===== config.mk =====
export PLATFORM = sky130hd
export DESIGN_NAME = avl_rr_arbiter
export DESIGN_NICKNAME = d
export VERILOG_FILES = /design/src/rtl/avl_rr_arbiter.sv
export SDC_FILE = /design/constraint.sdc
export NUM_CORES = 1
export LEC_CHECK = 0
export ABC_AREA = 1
export CAP_MARGIN = 20
export CORE_AREA = 2 2 136 138
export DETAILED_ROUTE_END_ITERATION = 10
export DIE_AREA = 0 0 138 140
export GPL_ROUTABILITY_DRIVEN = 1
export PLACE_DENSITY = 0.57
export SYNTH_ARGS = -nofsm -noshare
export SYNTH_HDL_FRONTEND = slang
export SYNTH_SLANG_ARGS = --single-unit

===== constraint.sdc =====
create_clock -name clk -period 8.5 [get_ports clk]
set_clock_uncertainty 0.05 [all_clocks]
set_input_delay 2.55 -clock clk [delete_from_list [all_inputs] [get_ports clk]]
set_output_delay 2.55 -clock clk [all_outputs]
set_load 0.1 [all_outputs]

===== src/rtl/avl_rr_arbiter.sv =====
// avl_rr_arbiter: N-way round-robin Avalon-MM arbiter with per-transaction grant lock and stall watchdog
module avl_rr_arbiter #(
  parameter int N       = 3,
  parameter int TIMEOUT = 1024
) (
  input  logic                   clk,
  input  logic                   rst,
  input  logic [N-1:0]           m_read,
  input  logic [N-1:0]           m_write,
  input  logic [N*32-1:0]        m_address,
  input  logic [N*32-1:0]        m_writedata,
  input  logic [N*4-1:0]         m_byteenable,
  output logic [31:0]            m_readdata,
  output logic [N-1:0]           m_waitrequest,
  output logic [31:0]            avl_address,
  output logic [31:0]            avl_writedata,
  output logic [3:0]             avl_byteenable,
  output logic                   avl_read,
  output logic                   avl_write,
  input  logic [31:0]            avl_readdata,
  input  logic                   avl_waitrequest,
  output logic [$clog2(N)-1:0]   grant,
  output logic                   timeout_err
);
  localparam int GW = $clog2(N);
  localparam int CW = TIMEOUT > 1 ? $clog2(TIMEOUT + 1) : 1;
  typedef enum logic {IDLE, BUSY} state_t;
  state_t state_q, state_d;
  logic [GW-1:0] last_q, last_d, grant_q, grant_d, sel, mux;
  logic [CW-1:0] cnt_q, cnt_d;
  logic err_q, err_d;
  logic [N-1:0] req;
  logic any_req, busy, active, abort;
  assign req     = m_read | m_write;
  assign any_req = |req;
  assign busy    = state_q == BUSY;
  assign active  = busy || any_req;
  always_comb begin
    sel = last_q;
    for (int k = N; k >= 1; k--)
      if (req[(int'(last_q) + k) % N]) sel = GW'((int'(last_q) + k) % N);
  end
  // the idle bus still presents the last owner's signals so the mux never glitches to a random requester
  assign mux   = busy ? grant_q : (any_req ? sel : last_q);
  assign abort = busy && TIMEOUT > 0 && avl_waitrequest && int'(cnt_q) >= TIMEOUT - 1;
  assign avl_address    = m_address[32*mux +: 32];
  assign avl_writedata  = m_writedata[32*mux +: 32];
  assign avl_byteenable = m_byteenable[4*mux +: 4];
  assign avl_write      = active && !abort && m_write[mux];
  assign avl_read       = active && !abort && m_read[mux] && !m_write[mux];
  assign m_readdata     = avl_readdata;
  assign grant          = (!busy && any_req) ? sel : grant_q;
  assign timeout_err    = err_q;
  always_comb begin
    m_waitrequest = '1;
    if (active) m_waitrequest[mux] = abort ? 1'b0 : avl_waitrequest;
  end
  always_comb begin
    state_d = state_q;
    last_d  = last_q;
    grant_d = grant_q;
    cnt_d   = cnt_q;
    err_d   = err_q;
    if (!busy) begin
      if (any_req) begin
        grant_d = sel;
        if (avl_waitrequest) begin
          state_d = BUSY;
          cnt_d   = CW'(1);
        end else last_d = sel;
      end
    end else if (abort || !avl_waitrequest) begin
      err_d   = err_q | abort;
      last_d  = grant_q;
      cnt_d   = '0;
      state_d = IDLE;
    end else cnt_d = cnt_q + 1'b1;
  end
  always_ff @(posedge clk) begin
    if (rst) begin
      state_q <= IDLE;
      last_q  <= GW'(N - 1);
      grant_q <= '0;
      cnt_q   <= '0;
      err_q   <= 1'b0;
    end else begin
      state_q <= state_d;
      last_q  <= last_d;
      grant_q <= grant_d;
      cnt_q   <= cnt_d;
      err_q   <= err_d;
    end
  end
endmodule


==> summary.txt, run 1 <==
Detailed routing
  • DRC errors left: 0
  • Via density: 4.15
  • Drt first-iter violations: 164
  • DRT Wirelength: 15.6 mm
  • DRT Pass-1 Iters: 4
  • Final ANT Viol Nets: 0
  • Drt wl/cell: 14.7 um
  • Via count: 4,401

Synthesis
  • Fraction of the mapped netlist area in adder cells: 1.96%
  • Seq cells post-synth: 17
  • Post-synthesis mux area share: 0%
  • Synth Net Count: 844
  • Area fraction in compound gates after synthesis: 27.2%
  • Post-Synthesis Cells: 594
  • Mean post-synth cell area: 5.36 um2
  • Yosys warning count: 0
  • Seq/Total Area, Yosys: 10.7%
  • Number of distinct library cells after synthesis: 33
  • Synthesized area: 3190 um2
  • Synth Area in XOR/XNOR: 1.10%
  • Largest family of logic cells by synthesized area: simple AND/OR/NAND/NOR gates
  • Synth Area in Simple Gates: 34.0%

Clock tree
  • Hold-fix buffers, CTS: 0
  • CTS buffer count: 3
  • CTS sink cnt: 17
  • Post-CTS Setup Bufs: 0
  • Bufs on Longest Clock Path: 2
  • Root buffer cell: clkbuf_16
  • Post-CTS Resized: 0
  • Reg clk slew, reported paths: 50 ps
  • CTS tree: done
  • Clk_lat worst skew: 250 ps
  • CTS HTree Levels: 1

Pwr
  • P_leak: 0.00298 uW
  • Internal power: 769 uW
  • Sequential Power Share: 4.2%
  • Power Dens Cells: 302 nW/um2
  • Comb power frac: 91.1%
  • Clk pwr share: 4.7%
  • Switching power: 1280 uW
  • Worst vdd ir: 0.190 mV
  • Pwr Total: 2050 uW
  • Switching Share: 62.4%

Layout
  • Commonest non-fill, non-tap cell in the layout: clkdlybuf4s50_1
  • Layout cells sized above 1: 14.9%
  • # diodes: 0
  • Most frequent cells in the layout: clkdlybuf4s50_1 (213), nand2_1 (181), o21ai_1 (104), inv_1 (88), buf_12 (72)
  • Register area: 340 um2
  • Core Util, Final: 38.0%
  • Area Overhead vs Synth: 112%
  • Fill cells: 1,875
  • Area of the multi-input gates: 2050 um2
  • NumNets Final: 1,083

Floorplanning
  • Die H: 140 um
  • Row count: 49
  • Io pins: 353
  • CORE AREA: 17,800 um2
  • Initial core utilization: 17.9%
  • Die Wd: 138 um
  • Die area: 19,300 um2

Setup path
  • CP Capture Type: primary output
  • Req. time, crit path: 5900 ps
  • Critical path's top delay family: simple AND/OR/NAND/NOR gates
  • Crit path arrival time: 5210 ps
  • CP Cell Sequence: clkdlybuf4s50_1, nor2_2, nand2_1, nand3_2, nand2_1, a21oi_1, nand2_1, nand2_1, nand2_2, nand2_4, buf_4, o21ai_0, o21ai_0, buf_12
  • Critical path type: input pin to primary output
  • Slowest stage delay, CP: 440 ps
  • CP max stage cell: clkdlybuf4s50_1
  • CP startpoint kind: input pin
  • CP Max Fanout: 50
  • CP bufs+invs: 3
  • Cell mode on critical path: nand2_1

Global routing
  • Vias in the first global route: 4,195
  • Largest net degree at the start of global routing: 51
  • First-pass GRT wire length: 24.0 mm
  • GRT Overall Usage: 15.4%
  • GRT overflow: 0
  • Initial antenna violation count: 1

Timing
  • Final Hold Viols: 0
  • Final setup violation count: 0
  • Min setup slack post-route: 690 ps
  • Final Cycle Share: 91.9%
  • Crit path time final: 7810 ps
  • Fmax: 128 MHz
  • Fin. max-slew vios: 0
  • Relative slew slack: 34.7%
  • RSZ-0062 raised after global routing: false
  • Worst slew pin tran: 977 ps
  • TNS Setup: 0 ps

Job
  • MaxCap Viol Count: 0

Placed design
  • Port bufs: 288
  • Dpl hpwl: 13.0 mm
  • Pre-CTS setup slack: 697 ps
  • GP Congestion: 0.864

Run status
  • Status: complete, no violations

Hold path
  • Type of the most critical hold path: flip-flop to flip-flop
-- state kept, by name (all words and copies together), names as in the netlist --
register,cells
grant_q,2
last_q,2
cnt_q,11
busy,1
timeout_err,1
-- layout make-up --
cell class	count	share of cell area, %
sequential	17	5.03
multi-input combinational	422	30.3
tap	229	4.24
inverter	93	5.16
clock buffer	4	1.17
timing repair buffer	296	54.1
-- per-stage QoR --
step	instances	area, um2	hold slack, ps
global route	1061	6760	462
detailed placement	1057	6680	407
finish	1061	6760	413
global placement	1057	6680	403
floorplan	594	3190	395
CTS	1061	6760	416
-- synthesized netlist by cell type --
cell        n  area (um2)
nor3_2      1        10.0
buf_2       7        35.0
nor2_4      1        11.3
o21ai_1   104         521
ha_1        5        62.6
nand2_2    16         100
clkbuf_2    1        5.00
nand3b_1    2        15.0
or2_1       1        6.26
nor2_1     13        48.8
nand3_1    17        85.1
a21oi_1    19        95.1
nand3_2     4        40.0
a21boi_1    1        7.51
a211oi_1    2        15.0
nor2_2      1        6.26
clkbuf_1    7        26.3
o21ai_0    30         150
xor2_1      3        26.3
xnor2_1     1        8.76
buf_6       5        56.3
nand2_4     1        11.3
nor3_1      6        30.0
inv_1      88         330
o21ai_2     9        78.8
nand4_1     3        18.8
nor2_8      1        20.0
nand2_1   181         679
clkinv_1    1        3.75
buf_12      1        20.0
buf_4      41         308
inv_2       4        15.0
dfxtp_1    17         340
-- cells by family (layout without fill, tap and decap cells) --
kind of cell	Yosys count	after routing
AND/OR/NAND/NOR	248	248
adder cells (fa/ha/maj)	5	5
buffers and inverters	155	393
AO/OA/AOI/OAI	165	165
flip-flops	17	17
XOR/XNOR	4	4
-- tightest hold or removal path: cells and delay by family (launching register included) --
family,cells,cell delay (ps)
AO/OA/AOI/OAI,1,50
AND/OR/NAND/NOR,1,60
flip-flops,1,300
-- worst paths after layout --
path | start | end | slack [ps] | cells after the start
setup / recovery | m_read[0] | avl_byteenable[0] | 690 | 14
hold / removal | cnt_q[4]$_SDFFE_PP0P_ | cnt_q[4]$_SDFFE_PP0P_ | 410 | 2
setup reg to reg | cnt_q[0]$_SDFFE_PP0P_ | last_q[1]$_SDFFE_PP1P_ | 6440 | 12
hold reg to reg | cnt_q[4]$_SDFFE_PP0P_ | cnt_q[4]$_SDFFE_PP0P_ | 410 | 2
-- layer usage --
layer  part of all wire [%]  vias up  global-route usage, %
li1                       -     2318                      -
met1                     43     1884                   19.7
met2                     48      170                   26.8
met3                    6.8       27                   3.73
met4                    1.4        2                   2.15
met5                  0.083        -                      0
-- power by group through the flow --
stage               clock network [uW]  registers (uW)  logic, uW
floorplan                            0            87.3       1250
global placement                     0            88.0       1880
detailed placement                   0            88.1       1880
CTS                               97.4            86.4       1880
global route                       102            86.9       1940
finish                            95.4            86.4       1860
Note: power is estimated with default switching activity, not from simulation.
==> inputs of run 2 (changes only) <==
Settings changed: SKIP_LAST_GASP set to 1.
==> results of run 2 <==
Same layout as run 1: the final DEF is identical, and so are final timing and power.
==> inputs of run 3 (changes only) <==
Settings changed: CTS_CLUSTER_DIAMETER set to 100.
==> results of run 3 <==
Same layout as run 1: the final DEF is identical, and so are final timing and power.
